===== src/rtl/multicycle_controller.sv =====
// Multicycle control FSM for the PhilosophyV core: sequences fetch/decode/execute/memory/writeback
// with a ready/request memory handshake, a timeout watchdog and illegal-opcode trapping.
module multicycle_controller #(
  parameter int OPCODE_WIDTH    = 7,
  parameter int ALU_SRC_B_WIDTH = 2,
  parameter int WB_SRC_WIDTH    = 2,
  parameter int MEM_TIMEOUT     = 16
) (
  input  logic                       clk,
  input  logic                       rst,
  input  logic [OPCODE_WIDTH-1:0]    opCode,
  input  logic                       mem_ready,
  input  logic                       branchTaken,
  output logic                       PCWrite,
  output logic                       PCSrc,
  output logic                       IRWrite,
  output logic                       ALUOverride,
  output logic                       ALUSrcA,
  output logic [ALU_SRC_B_WIDTH-1:0] ALUSrcB,
  output logic                       regFileWrite,
  output logic [WB_SRC_WIDTH-1:0]    regFileWriteSrc,
  output logic                       mem_req,
  output logic                       mem_we,
  output logic                       mem_addr_src,
  output logic                       illegal_instr,
  output logic                       mem_fault,
  output logic [3:0]                 state_out
);

  localparam int CW = $clog2(MEM_TIMEOUT);
  localparam logic [CW-1:0] TMO_LAST = CW'(MEM_TIMEOUT - 1);

  localparam logic [OPCODE_WIDTH-1:0] OP_ALU_R  = OPCODE_WIDTH'(7'b0110011);
  localparam logic [OPCODE_WIDTH-1:0] OP_ALU_I  = OPCODE_WIDTH'(7'b0010011);
  localparam logic [OPCODE_WIDTH-1:0] OP_LOAD   = OPCODE_WIDTH'(7'b0000011);
  localparam logic [OPCODE_WIDTH-1:0] OP_STORE  = OPCODE_WIDTH'(7'b0100011);
  localparam logic [OPCODE_WIDTH-1:0] OP_BRANCH = OPCODE_WIDTH'(7'b1100011);
  localparam logic [OPCODE_WIDTH-1:0] OP_JAL    = OPCODE_WIDTH'(7'b1101111);

  localparam logic [ALU_SRC_B_WIDTH-1:0] SRCB_RS2  = ALU_SRC_B_WIDTH'(2'd0);
  localparam logic [ALU_SRC_B_WIDTH-1:0] SRCB_IMM  = ALU_SRC_B_WIDTH'(2'd1);
  localparam logic [ALU_SRC_B_WIDTH-1:0] SRCB_FOUR = ALU_SRC_B_WIDTH'(2'd2);
  localparam logic [WB_SRC_WIDTH-1:0]    WB_ALU_SRC = WB_SRC_WIDTH'(2'd0);
  localparam logic [WB_SRC_WIDTH-1:0]    WB_MEM_SRC = WB_SRC_WIDTH'(2'd1);
  localparam logic [WB_SRC_WIDTH-1:0]    WB_PC4_SRC = WB_SRC_WIDTH'(2'd2);

  typedef enum logic [3:0] {
    S_FETCH  = 4'd0,  S_DECODE = 4'd1,  S_EXEC_R = 4'd2,  S_EXEC_I = 4'd3,
    S_ADDR   = 4'd4,  S_MEM_RD = 4'd5,  S_MEM_WR = 4'd6,  S_WB_ALU = 4'd7,
    S_WB_MEM = 4'd8,  S_BRANCH = 4'd9,  S_JAL    = 4'd10, S_TRAP   = 4'd11
  } state_t;

  state_t                       state_r, state_next_s;
  logic [CW-1:0]                tmo_cnt_r, tmo_cnt_next_s;
  logic                         mem_fault_r, is_store_r;
  logic                         in_mem_s, expire_s;
  logic                         pc_write_s, pc_src_s, ir_write_s, alu_override_s, alu_src_a_s;
  logic [ALU_SRC_B_WIDTH-1:0]   alu_src_b_s;
  logic                         rf_write_s, mem_req_s, mem_we_s, mem_addr_src_s, illegal_s;
  logic [WB_SRC_WIDTH-1:0]      rf_src_s;

  // Next-state, watchdog and Moore output decode
  always_comb begin
    state_next_s   = state_r;
    pc_write_s     = 1'b0;
    pc_src_s       = 1'b0;
    ir_write_s     = 1'b0;
    alu_override_s = 1'b0;
    alu_src_a_s    = 1'b0;
    alu_src_b_s    = SRCB_RS2;
    rf_write_s     = 1'b0;
    rf_src_s       = WB_ALU_SRC;
    mem_req_s      = 1'b0;
    mem_we_s       = 1'b0;
    mem_addr_src_s = 1'b0;
    illegal_s      = 1'b0;
    in_mem_s = (state_r == S_FETCH) || (state_r == S_MEM_RD) || (state_r == S_MEM_WR);
    // mem_ready in the expiring cycle wins over the timeout
    expire_s = in_mem_s && !mem_ready && (tmo_cnt_r == TMO_LAST);
    if (in_mem_s && !mem_ready && !expire_s) begin
      tmo_cnt_next_s = tmo_cnt_r + CW'(1);
    end else begin
      tmo_cnt_next_s = '0;
    end
    case (state_r)
      S_FETCH: begin
        mem_req_s      = 1'b1;
        alu_src_b_s    = SRCB_FOUR;
        alu_override_s = 1'b1;
        if (mem_ready) begin
          ir_write_s   = 1'b1;
          pc_write_s   = 1'b1;
          state_next_s = S_DECODE;
        end else begin
          state_next_s = S_FETCH;
        end
      end
      S_DECODE: begin
        alu_src_b_s    = SRCB_IMM;
        alu_override_s = 1'b1;
        case (opCode)
          OP_ALU_R:          state_next_s = S_EXEC_R;
          OP_ALU_I:          state_next_s = S_EXEC_I;
          OP_LOAD, OP_STORE: state_next_s = S_ADDR;
          OP_BRANCH:         state_next_s = S_BRANCH;
          OP_JAL:            state_next_s = S_JAL;
          default:           state_next_s = S_TRAP;
        endcase
      end
      S_EXEC_R: begin
        alu_src_a_s  = 1'b1;
        state_next_s = S_WB_ALU;
      end
      S_EXEC_I: begin
        alu_src_a_s  = 1'b1;
        alu_src_b_s  = SRCB_IMM;
        state_next_s = S_WB_ALU;
      end
      S_ADDR: begin
        alu_src_a_s    = 1'b1;
        alu_src_b_s    = SRCB_IMM;
        alu_override_s = 1'b1;
        state_next_s   = is_store_r ? S_MEM_WR : S_MEM_RD;
      end
      S_MEM_RD: begin
        mem_req_s      = 1'b1;
        mem_addr_src_s = 1'b1;
        if (mem_ready) begin
          state_next_s = S_WB_MEM;
        end else if (expire_s) begin
          state_next_s = S_FETCH;
        end else begin
          state_next_s = S_MEM_RD;
        end
      end
      S_MEM_WR: begin
        mem_req_s      = 1'b1;
        mem_we_s       = 1'b1;
        mem_addr_src_s = 1'b1;
        if (mem_ready || expire_s) begin
          state_next_s = S_FETCH;
        end else begin
          state_next_s = S_MEM_WR;
        end
      end
      S_WB_ALU: begin
        rf_write_s   = 1'b1;
        state_next_s = S_FETCH;
      end
      S_WB_MEM: begin
        rf_write_s   = 1'b1;
        rf_src_s     = WB_MEM_SRC;
        state_next_s = S_FETCH;
      end
      S_BRANCH: begin
        alu_src_a_s  = 1'b1;
        pc_write_s   = branchTaken;
        pc_src_s     = 1'b1;
        state_next_s = S_FETCH;
      end
      S_JAL: begin
        pc_write_s   = 1'b1;
        pc_src_s     = 1'b1;
        rf_write_s   = 1'b1;
        rf_src_s     = WB_PC4_SRC;
        state_next_s = S_FETCH;
      end
      S_TRAP: begin
        illegal_s    = 1'b1;
        state_next_s = S_FETCH;
      end
      default: begin
        state_next_s = S_FETCH;
      end
    endcase
  end

  // State, watchdog counter, sticky fault and load/store selector
  always_ff @(posedge clk or posedge rst) begin
    if (rst) begin
      state_r     <= S_FETCH;
      tmo_cnt_r   <= '0;
      mem_fault_r <= 1'b0;
      is_store_r  <= 1'b0;
    end else begin
      state_r     <= state_next_s;
      tmo_cnt_r   <= tmo_cnt_next_s;
      mem_fault_r <= mem_fault_r | expire_s;
      if (state_r == S_DECODE) begin
        is_store_r <= (opCode == OP_STORE);
      end else begin
        is_store_r <= is_store_r;
      end
    end
  end

  // Write enables are suppressed while reset is held
  assign PCWrite         = pc_write_s & ~rst;
  assign IRWrite         = ir_write_s & ~rst;
  assign regFileWrite    = rf_write_s & ~rst;
  assign PCSrc           = pc_src_s;
  assign ALUOverride     = alu_override_s;
  assign ALUSrcA         = alu_src_a_s;
  assign ALUSrcB         = alu_src_b_s;
  assign regFileWriteSrc = rf_src_s;
  assign mem_req         = mem_req_s;
  assign mem_we          = mem_we_s;
  assign mem_addr_src    = mem_addr_src_s;
  assign illegal_instr   = illegal_s;
  assign mem_fault       = mem_fault_r;
  assign state_out       = state_r;

endmodule


===== config.mk =====
export PLATFORM = sky130hd
export DESIGN_NAME = multicycle_controller
export DESIGN_NICKNAME = d
export VERILOG_FILES = /design/src/rtl/multicycle_controller.sv
export SDC_FILE = /design/constraint.sdc
export NUM_CORES = 1
export LEC_CHECK = 0
export CAP_MARGIN = 25
export CORE_UTILIZATION = 43
export CTS_BUF_LIST = sky130_fd_sc_hd__clkbuf_16
export DETAILED_ROUTE_END_ITERATION = 7
export PLACE_DENSITY_LB_ADDON = 0.25
export SYNTH_ARGS = -nofsm -noshare
export SYNTH_HDL_FRONTEND = slang
export SYNTH_SLANG_ARGS = --single-unit

===== constraint.sdc =====
create_clock -name clk -period 1.65 [get_ports clk]
set_input_delay 0.33 -clock clk [delete_from_list [all_inputs] [get_ports clk]]
set_output_delay 0.33 -clock clk [all_outputs]
set_load 0.03 [all_outputs]

* Word-level counts from Yosys, hierarchy flattened *
Cells that the tools add are included.

cells by class
  add/subtract/negate cells = 1
  equality and inequality tests = 18
  mux-type cells = 21
  bitwise logic cells = 5
  reductions and logical operators = 18

operators with widths
  kind                                                              count
  4-bit case mux with 6 select lines                                1
  4-bit == test (second input constant)                             5
  4-bit case mux with 5 select lines                                1
  4-bit by 3-bit == test with 1-bit output (second input constant)  4
  7-bit by 6-bit == test with 1-bit output (second input constant)  2
  7-bit == test (second input constant)                             2
  3-bit OR reduction                                                4
  1-bit two-way mux                                                 11
  4-bit by 2-bit == test with 1-bit output (second input constant)  2
  4-bit two-way mux                                                 2
  2-bit case mux with 2 select lines                                2
  2-bit OR reduction                                                4
  7-bit by 2-bit == test with 1-bit output (second input constant)  1
  7-bit by 5-bit == test with 1-bit output (second input constant)  1
  3-bit two-way mux                                                 2
  4-bit by 1-bit adder with 4-bit output (second input constant)    1
  4-bit by 1-bit == test with 1-bit output (second input constant)  1
  4-bit zero test                                                   1
  4-bit OR reduction                                                1
  1-bit bitwise AND                                                 3
  1-bit logical AND                                                 3
  1-bit logical OR                                                  3
  1-bit case mux with 3 select lines                                1
  1-bit zero test                                                   2
  3 further kinds                                                   3

storage, ports and cells
  register bits = 10
  input bits = 11

* Longest topological paths before layout *
  depth after elaboration = 8
  gate-level depth with buffers = 5

* Worst setup path after synthesis *
No wires, ideal clock.

  path kind = reg-to-output
  from = register state_r[2] (netlist: state_out[2])
  to = output IRWrite
  arrival time = 2.194 ns
  setup slack = -0.874 ns
  stages on the path, launching flop included = 4
  buffers on the path = 1
  path through = dfrtp_1 -> buf_2 -> nor4_1 -> and3_2

on the way
  word-level cells in the longest chain between the ends = 3

ends and longest elaborated chain
  element                 RTL line  RTL
  from (decl)             53        state_t state_r, state_next_s;
  from (signal assigned)  186       state_r <= state_next_s;
  4-bit zero test         85        case (state_r)
  1-bit two-way mux       85
  1-bit bitwise AND       199       assign IRWrite = ir_write_s & ~rst;
  to (decl)               16        output logic IRWrite,

Every way passes these cells.

* Worst setup path after layout *
  from = register state_r[1] (netlist: state_out[1])
  to = output PCWrite

on the way
  word-level cells in the longest chain between the ends = 3
  elaborated cells on any way between the ends = 5
  classes of those cells = 2 x eq/ne; 1 x mux; 1 x bitwise; 1 x reduce/logical

ends and longest elaborated chain
  element                                                  RTL line  RTL
  4-bit == test / 4-bit zero test (equally long branches)  85
  1-bit case mux with 3 select lines (*)                   85
  1-bit bitwise AND (*)                                    198       assign PCWrite = pc_write_s & ~rst;
  to (decl)                                                14        output logic PCWrite,

Mark *: on every way between the ends. The rest lies on a longest branch, timed or not.

==> results.tsv <==
metric	value	unit
outcome	finished with violations	
failing checks	setup timing	
largest net degree at the start of global routing	11	
Area growth syn-to-layout	102	%
Final Cycle Share	115	%
peak supply drop	1.49	mV
vias in the first global route	1002	
measured slew at the worst slew-check pin	0.437	ns
# H-tree levels	1	
cell area after layout	0.00157	sq mm
drt pass-1 iters	4	
number of flops mapped to enable cells by yosys	0	
adder-cell share of the synthesized area	1.61	%
Avg Synthesized Cell Area	8.55	sq um
Final Hold Slack	0.481	ns
Synth Area in Simple Gates	29.9	%
Synth top area share	32.2	%
Port Buf Inserts	29	
GRT Residual Overflow	0	
root buf cell	clkbuf_16	
Crit Path Category	reg2out	
Worst path depth	5	
drt total wl	3680	microns
Die ar.	0.00198	sq mm
CORE AREA	0.00171	sq mm
met3 Usage GRT	7.76	%
element type at the critical path end	output pin	
min cycle time layout	1.90	ns
max-slew violations	0	
CTS clock-pin slew for the worst setup and hold paths	0.04	ns
worst hold path cell count	1	
Worst path slowest cell	dfrtp_2	
total power	3.29	mW
post-route ant nets	0	
fraction of layout cells with a size suffix above 1	54.3	%
Static Leak	0.682	nW
ys async rst share	100	%
Layout Nets	164	
Warnings, synthesis	0	
synthesized area	778	sq um
M1 GR Usage	40.5	%
post-synthesis sequential area ratio	32.2	%
placed cells	156	
crit start category	flip-flop	
Via Count	1111	
dpl hpwl	1720	microns
Die Width	44.5	microns
Residual DRC	0	
post-synth net total	103	
#FFs+latches synth	10	
GR peak layer	met2	
mux contribution to synthesized area	1.29	%
maximum fanout along the worst path	7	
Die Y	44.5	microns
Synth Flop Type	dfrtp_1	
final hold vios	0	
final setup fails	14	
most frequent cell on the critical path	buf_6	
vias per cell	6.31	
Worst EP required	1.32	ns
setup TNS	-1.40	ns
ANT cells	0	
delay of the slowest critical-path stage	0.45	ns
Setup crit start	state_out[1]	
area leader, netlist	dfrtp_1	
FP Rows	15	
Initial Util	45.6	%
All-Layer GR Usage	33.9	%
grt met2 use	57.9	%
r2r startpoint	state_out[1]	
Hold Crit Start	mem_fault	
clk_lat worst skew	0.24	ns
Top delay family on crit path	flip-flops	
count leader, synth	dfrtp_1	
max_slew headroom	70.6	%
Max Fclk	0.526	GHz
clock sink total	10	
initial antenna violation count	0	
area post-placement	0.00126	sq mm
top post-synthesis cells by count	dfrtp_1 (10), nor2_1 (9), a211oi_1 (5)	
Clock Tree Buf Depth	2	
Layout Skew	0.00367	ns
worst path bufs/invs	2	
first-pass GRT wire length	4810	microns
CTS Hold Bufs	0	
post-synthesis compound-gate area fraction	28.0	%
non-filler instance count after layout	176	
WL/cell	20.9	microns
CTS tree	built	
initial drt markers	59	
post-synthesis xor/xnor area fraction	1.13	%
largest family of logic cells by synthesized area	simple AND/OR/NAND/NOR gates	
type of the worst min-delay path	reg2reg	
cts bufs inserted	3	
RSZ-0062 raised after global routing	yes	
Setup WS post-layout	-0.252	ns
maxcap violations	0	
Power Density	2100	mW/mm^2
I/O Pins	30	
Area contributors post-synth	dfrtp_1 (32%), a211oi_1 (4.8%), nor2_1 (4.3%), nand2b_1 (3.2%), nand3b_1 (2.9%)	
Worst R2R Path Depth	5	
Synth Instances	91	
WP data arrival	1.57	ns
routability cong.	0.897	
cell breakdown of the critical path	buf_6, nor2_4, nand3b_1, a211oi_4, buf_6	
post-synth cell types	43	
==> worst paths after layout <==
path                                 to  slack, ns
setup / recovery                PCWrite      -0.25
hold / removal                mem_fault       0.48
setup reg to reg              mem_fault      -0.07
hold reg to reg               mem_fault       0.48
max in group asynchronous  state_out[0]       0.92
min in group asynchronous  state_out[2]       0.57
==> registers in the layout, indices dropped and copies added (netlist names) <==
| name | count |
|---|---|
| state_out | 4 |
| tmo_cnt_r | 4 |
| is_store_r | 1 |
| mem_fault | 1 |
==> stage by stage <==
stage                     setup slack, ns  util (%)
after global routing               -0.283      91.9
after detailed placement           -0.269      74.1
after floorplan                    -0.134         -
after CTS                          -0.171      85.6
final                              -0.252      91.9
after global placement             -0.237      74.1
==> cell families (layout without fill, tap and decap cells) <==
family / count (synthesis) / after routing
simple gates: 39 / 39
compound gates: 29 / 29
flops: 10 / 10
buf+inv: 10 / 70
fa+ha+maj: 1 / 1
xor+xnor: 1 / 1
mux: 1 / 1
==> metal layers <==
metal  part of all wire [%]  routed length, microns
met3                    8.9                     327
met4                    4.1                     149
met2                     49                    1800
met5                      0                       0
met1                     38                    1400
==> power by group <==
part           internal (mW)  total [mW]  switching, mW
Sequential             0.322       0.435          0.114
Clock                  0.318       0.435          0.117
Combinational           1.11        2.42           1.31
==> worst register-to-register path, delay by kind of cell, from the launching register on <==
kind            cells  cell delay, ns
simple gates        1            0.52
buf+inv             2            0.31
flops               1            0.45
compound gates      2            0.35
==> area by class of cell <==
| cell class | count | area [sq um] |
|---|---|---|
| Clock inverter | 1 | 3.75 |
| Multi-Input combinational cell | 71 | 629 |
| Timing Repair Buffer | 62 | 561 |
| Fill cell | 61 | 138 |
| Tap cell | 25 | 31.3 |
| Inverter | 4 | 15.0 |
| Sequential cell | 10 | 255 |
| Clock buffer | 3 | 75.1 |
==> placed cells by master (no fill, tap or decap), types with 2 or more instances in the layout <==
cell / synthesis / routed
nor3_1: 3 / 2
nor2b_1: 2 / 2
nor2_1: 9 / 3
dfrtp_2: 0 / 4
nand4_1: 2 / 2
dlygate4sd2_1: 0 / 4
a31oi_1: 2 / 2
a21oi_2: 0 / 2
o31ai_1: 2 / 2
clkdlybuf4s50_1: 0 / 10
nand3b_1: 3 / 3
a211oi_1: 5 / 3
nand3_1: 2 / 2
nor2_4: 0 / 3
nand2_1: 3 / 3
buf_6: 1 / 14
nand2b_4: 0 / 3
buf_4: 0 / 33
nor2_2: 0 / 3
dfrtp_1: 10 / 6
inv_1: 4 / 4
clkbuf_16: 0 / 3
o21ai_0: 4 / 4
==> what timing repair did <==
item | 4_1_cts | 5_1_grt
gates cloned | 0 | 0
endpoints found under the hold margin | 0 | 0
gates resized for setup | 15 | 17
buffers inserted | 11 | 5
setup endpoints to repair | 16 | 17
pin swaps | 4 | 6
Power figures use the tool's default switching activity.
==> variant 1, RTL diff (same flow settings) <==
Set the parameter `MEM_TIMEOUT` to 32 (it was 16).
--- a/src/rtl/multicycle_controller.sv
+++ b/src/rtl/multicycle_controller.sv
@@ -4,7 +4,7 @@
   parameter int OPCODE_WIDTH    = 7,
   parameter int ALU_SRC_B_WIDTH = 2,
   parameter int WB_SRC_WIDTH    = 2,
-  parameter int MEM_TIMEOUT     = 16
+  parameter int MEM_TIMEOUT     = 32
 ) (
   input  logic                       clk,
   input  logic                       rst,
Formal check against the unedited RTL: same outputs for any inputs over 10 cycles, from zero or initial values and one cycle with rst high; that may be too few to reach the edited logic, so the function may still have changed.
==> variant 1 against the original RTL <==
- the flow still finishes with violations (negative setup slack)
- count of clock-buffer cells in the layout stayed put
- global-route usage is 2.8 points higher
- synthesized area is 8.5% higher
- largest cell class unchanged
- setup slack worse by 0.14 ns
- register-to-register slack worse by 0.05 ns
- power is 7.5% higher
- sequential cell count is 1 higher
- sequential power is 1% higher
- routed wire length is 23% higher
- non-clock buffer count is 1 higher
- die area is 8.2% higher
- first-iteration DRC count is 56% higher
- design area is 5.3% higher
- highest routed layer unchanged
- combinational power is 9.5% higher
==> variant 1: results (changes against the original RTL) <==
* Highest metal used: met4
* Failing checks: negative setup slack
* Synth top area cells: dfrtp_1 (33%), nand2b_1 (5.2%), nor2_1 (4.9%)
* Non-clk invs at 5 (+1)
* GRT Util Overall at 36.7% (+2.8 points)
* Metal-1 WL at 1.42 mm (+1.5%)
* Clock-cell share of area at 4.77% (-0.25 points)
* Sequential share of the synthesized area at 32.6% (+0.44 points)
* Nets at 174 (+6.1%)
* Synth cell count leaders: dfrtp_1 (11), nor2_1 (11), nand2b_1 (7)
* Routed met2 length at 2.26 mm (+25%)
* Met3 routed WL at 420 um (+28%)
* Fillcell total at 58 (-4.9%)
* WP data arrival at 1.71 ns (+0.14 ns)
* Met2 usage at 67.8% (+9.8 points)
* Fraction of area in multi-input gates at 41.5% (+1.4 points)
* Clock Tree Buf Depth at 2 (unchanged)
* Number of global-route vias before repair at 1125 (+12%)
* Data buffer area share at 33.8% (-1.9 points)
* Final setup viols at 20 (+6)
* Post-DP HPWL at 1.81 mm (+5.5%)
* First-pass GRT wire length at 5.29 mm (+9.9%)
* Layout area overhead at 95.7%
* Seq cells post-synth at 11 (+1)
* Sequential share of cell area at 17.0% (+0.70 points)
* Syn nets at 113 (+9.7%)
* Synth cell types at 41 (-4.7%)
* Top delay family on crit path: compound AO/OA/AOI/OAI gates
* Placed Area at 1330 sq um (+4.8%)
* GR Util met1 at 36.6% (-3.9 points)
* Multi-Input Combinational at 77 (+8.5%)
* Share of layout cells above drive strength 1 at 57.5% (+3.2 points)
* Initial DRC count at 92 (+56%)
* Leakage Power at 0.000707 uW (+3.7%)
* Largest net degree at the start of global routing at 14 (+3)
* Clk_skew at 0.00841 ns (+0.00475 ns)
* Total routed wirelength at 4.54 mm (+23%)
* Peak supply drop at 1.75 mV (+17%)
* Status: finished, violations left
* Post-CTS setup buffers at 8 (-3)
* Synth Area per Inst at 8.45 sq um (-1.2%)
* Final WS setup at -0.390 ns (-0.138 ns)
* Routing usage on met3 at 4.71% (-3.0 points)
* Non-CTS buffers at 63 (+1.6%)
* PostCTS Resize Cnt at 31 (+16)
* Routability cong. at 0.840 (-6.4%)
* Total global routing overflow at 0 (unchanged)
* Vias at 1201 (+8.1%)
variant 1: changes by cell type after synthesis, sizes merged, moves of 2 or more:
cell    change
xor2        +2
a32oi       +2
nand2       +2
nor3        +2
a211oi      -3
nand2b      +3
a31oi       -2
clkbuf      -3
nor2        +2
buf         +4
variant 1: cells by family (layout without fill, tap and decap cells):
logic type / Yosys count / count (layout) / share of synthesized area [%]
buf+inv: 12 / 72 / 6.96
simple gates: 47 / 47 / 31.3
mux: 1 / 1 / 1.33
compound gates: 23 / 23 / 20.7
fa+ha+maj: 2 / 2 / 2.96
xor+xnor: 4 / 4 / 4.15
flops: 11 / 11 / 32.6
variant 1: through the flow:
stage          total power [uW]  hold WS, ns  setup TNS, ns  worst slack, ns  cells
6_report                   3540        0.523          -3.02           -0.390    185
5_1_grt                    3630        0.537          -4.16           -0.498    185
4_1_cts                    3140        0.458          -1.11           -0.271    181
3_5_place_dp               2330        0.452         -0.921           -0.443    169
3_3_place_gp               2290        0.448         -0.700           -0.430    169
2_1_floorplan              1690        0.191         -0.611           -0.290    100
variant 1: worst register-to-register path: stages (launching register included):
cell	delay, ns
dfrtp_2	0.40
buf_4	0.14
buf_8	0.12
buf_4	0.12
or4b_4	0.51
a41o_1	0.23
o211ai_2	0.15
variant 1: path summary, 6_finish.rpt:
path                       slack (ns)  cells after the start          from           end
setup / recovery                -0.39                      4  state_out[0]       PCWrite
hold / removal                   0.52                      2     mem_fault     mem_fault
setup reg to reg                -0.12                      6  state_out[0]  state_out[0]
hold reg to reg                  0.52                      2     mem_fault     mem_fault
max in group asynchronous        0.95                      3           rst  state_out[2]
min in group asynchronous        0.53                      3           rst  state_out[0]
variant 1: power by group:
group | internal (uW) | switching, uW
Combinational | 1200 | 1450
Clock | 319 | 130
Sequential | 344 | 97.0
Total | 1860 | 1680
==> variant 2, RTL diff (same flow settings) <==
Without the edit above. Register the output `ALUOverride`, cleared by the reset; this adds one clock of latency there. The other outputs are not delayed to match.
--- a/src/rtl/multicycle_controller.sv
+++ b/src/rtl/multicycle_controller.sv
@@ -199,7 +199,13 @@
   assign IRWrite         = ir_write_s & ~rst;
   assign regFileWrite    = rf_write_s & ~rst;
   assign PCSrc           = pc_src_s;
-  assign ALUOverride     = alu_override_s;
+  always_ff @(posedge clk or posedge rst) begin
+    if (rst) begin
+      ALUOverride <= '0;
+    end else begin
+      ALUOverride <= alu_override_s;
+    end
+  end
   assign ALUSrcA         = alu_src_a_s;
   assign ALUSrcB         = alu_src_b_s;
   assign regFileWriteSrc = rf_src_s;
Function: changed (Yosys sat finds a counterexample within 4 cycles, from zero or initial values and one cycle with rst high).
==> variant 2 against the original RTL <==
- the run still ends with negative setup slack left
- synthesized area increased by 1.1%
- critical path depth unchanged
- sequential cell count is 1 higher
- setup slack improved by 0.085 ns
- first-iteration DRC count is 31% lower
- design area down 13%
- power is 18% lower
- routed wire length down 29%
- critical path type unchanged
- largest power group unchanged
==> variant 2: results (changes against the original RTL) <==
* Status: finished, violations left
* Failing checks: negative setup slack
* Sequential share of the synthesized area at 35.0% (+2.8 points)
* Largest net degree at the start of global routing at 13 (+2)
* Share of layout cells above drive strength 1 at 46.8% (-7.5 points)
* Worst-Margin Slew at 0.357 ns (-0.0804 ns)
* R2r setup slk at 0.04 ns (+0.11 ns)
* Syn nets at 105 (+1.9%)
* Final setup viols at 11 (-3)
* Post-DP HPWL at 1.63 mm (-5.3%)
* Peak supply drop at 0.881 mV (-41%)
* Initial DRC count at 41 (-31%)
* CTS H-tree depth at 1 (unchanged)
* Sw power at 1280 uW (-17%)
* R2r worst-path depth at 6 (+1)
* DR WL/cell at 15.8 um (-24%)
* Capture point of the worst reg-to-reg path: tmo_cnt_r[3]
* Clk_skew at 0.00209 ns (-0.00157 ns)
* First-pass GRT wire length at 3.75 mm (-22%)
* Routed met2 length at 1.34 mm (-26%)
* Final WS setup at -0.167 ns (+0.0848 ns)
* GRT Util Overall at 26.2% (-7.6 points)
* Synth top area cells: dfrtp_1 (35%), a21oi_1 (5.1%), nand2b_1 (4.8%)
* Synth cell types at 36 (-16%)
* Top delay family on crit path: flip-flops
* Synth cell count leaders: dfrtp_1 (11), nor2_1 (9), a21oi_1 (8)
* Port Buffers at 29 (unchanged)
* Metal-1 WL at 1.04 mm (-26%)
* WP data arrival at 1.49 ns (-0.08 ns)
* Routability cong. at 0.819 (-8.7%)
* Met3 routed WL at 177 um (-46%)
* Setup WS pre-CTS at -0.0748 ns (+0.195 ns)
* ANT cells at 0 (unchanged)
* Worst-path fanout max at 7 (unchanged)
* Leakage Power at 0.000598 uW (-12%)
variant 2: cell count changes in the layout (fill, tap and decap cells not counted), sizes merged, moves of 3 or more:
| cell | delta |
|---|---|
| a211oi | -4 |
| a21oi | +4 |
| buf | -15 |
| nand2 | +3 |
| nand3b | -3 |
| nor3 | +3 |
variant 2: cells by family after synthesis:
family | count (synthesis) | synth area share (%)
buf+inv | 10 | 5.88
simple gates | 42 | 31.2
xor+xnor | 2 | 2.23
fa+ha+maj | 1 | 1.59
compound gates | 26 | 22.9
mux | 1 | 1.27
flops | 11 | 35.0
variant 2: worst max-delay path by stage:
stage                   endpoint  slack (ns)
global route             PCWrite       -0.22
CTS                      mem_req       -0.12
detailed placement  state_out[0]       -0.07
floorplan                PCWrite       -0.24
finish                   PCWrite       -0.17
global placement    state_out[0]       -0.03
variant 2: what timing repair did:
item                                    CTS  global route
gates resized for setup                   7             6
endpoints found under the setup margin   16            13
buffers inserted                          5             1
pin swaps                                 2             2
hold buffers                              0             0
gates cloned                              0             0
variant 2: area by class of cell:
class / count / area (sq um)
multi-input cells: 72 / 547
repair buffers: 49 / 414
fillers: 120 / 353
flip-flops and latches: 11 / 280
clock buffers: 3 / 75.1
well taps: 25 / 31.3
inverters: 5 / 21.3
clock inverters: 1 / 5.00
variant 2: per-stage QoR:
stage               std cells  TNS, ns  area, sq um  hold slack (ns)
finish                    166    -1.06         1370            0.459
global route              166    -1.65         1370            0.500
CTS                       165   -0.850         1360            0.461
detailed placement        156  -0.0954         1230            0.465
global placement          156  -0.0261         1230            0.462
floorplan                  93   -0.776          871            0.198
variant 2: worst min-delay path, stage by stage:
cell and delay (ns):
clkdlybuf4s50_1 0.42, inv_1 0.09, buf_4 0.21
variant 2: power by group through the flow:
stage	registers (uW)	logic [uW]	clock network [uW]
5_1_grt	502	1840	465
4_1_cts	488	1650	446
6_report	488	1750	448
3_5_place_dp	509	1530	0
3_3_place_gp	504	1510	0
2_1_floorplan	514	1020	0
variant 2: layer usage:
| metal | track usage [%] | up-vias |
|---|---|---|
| li1 | - | 439 |
| met4 | 9.09 | 0 |
| met2 | 44.7 | 55 |
| met3 | 4.40 | 10 |
| met5 | 0 | - |
| met1 | 33.6 | 425 |
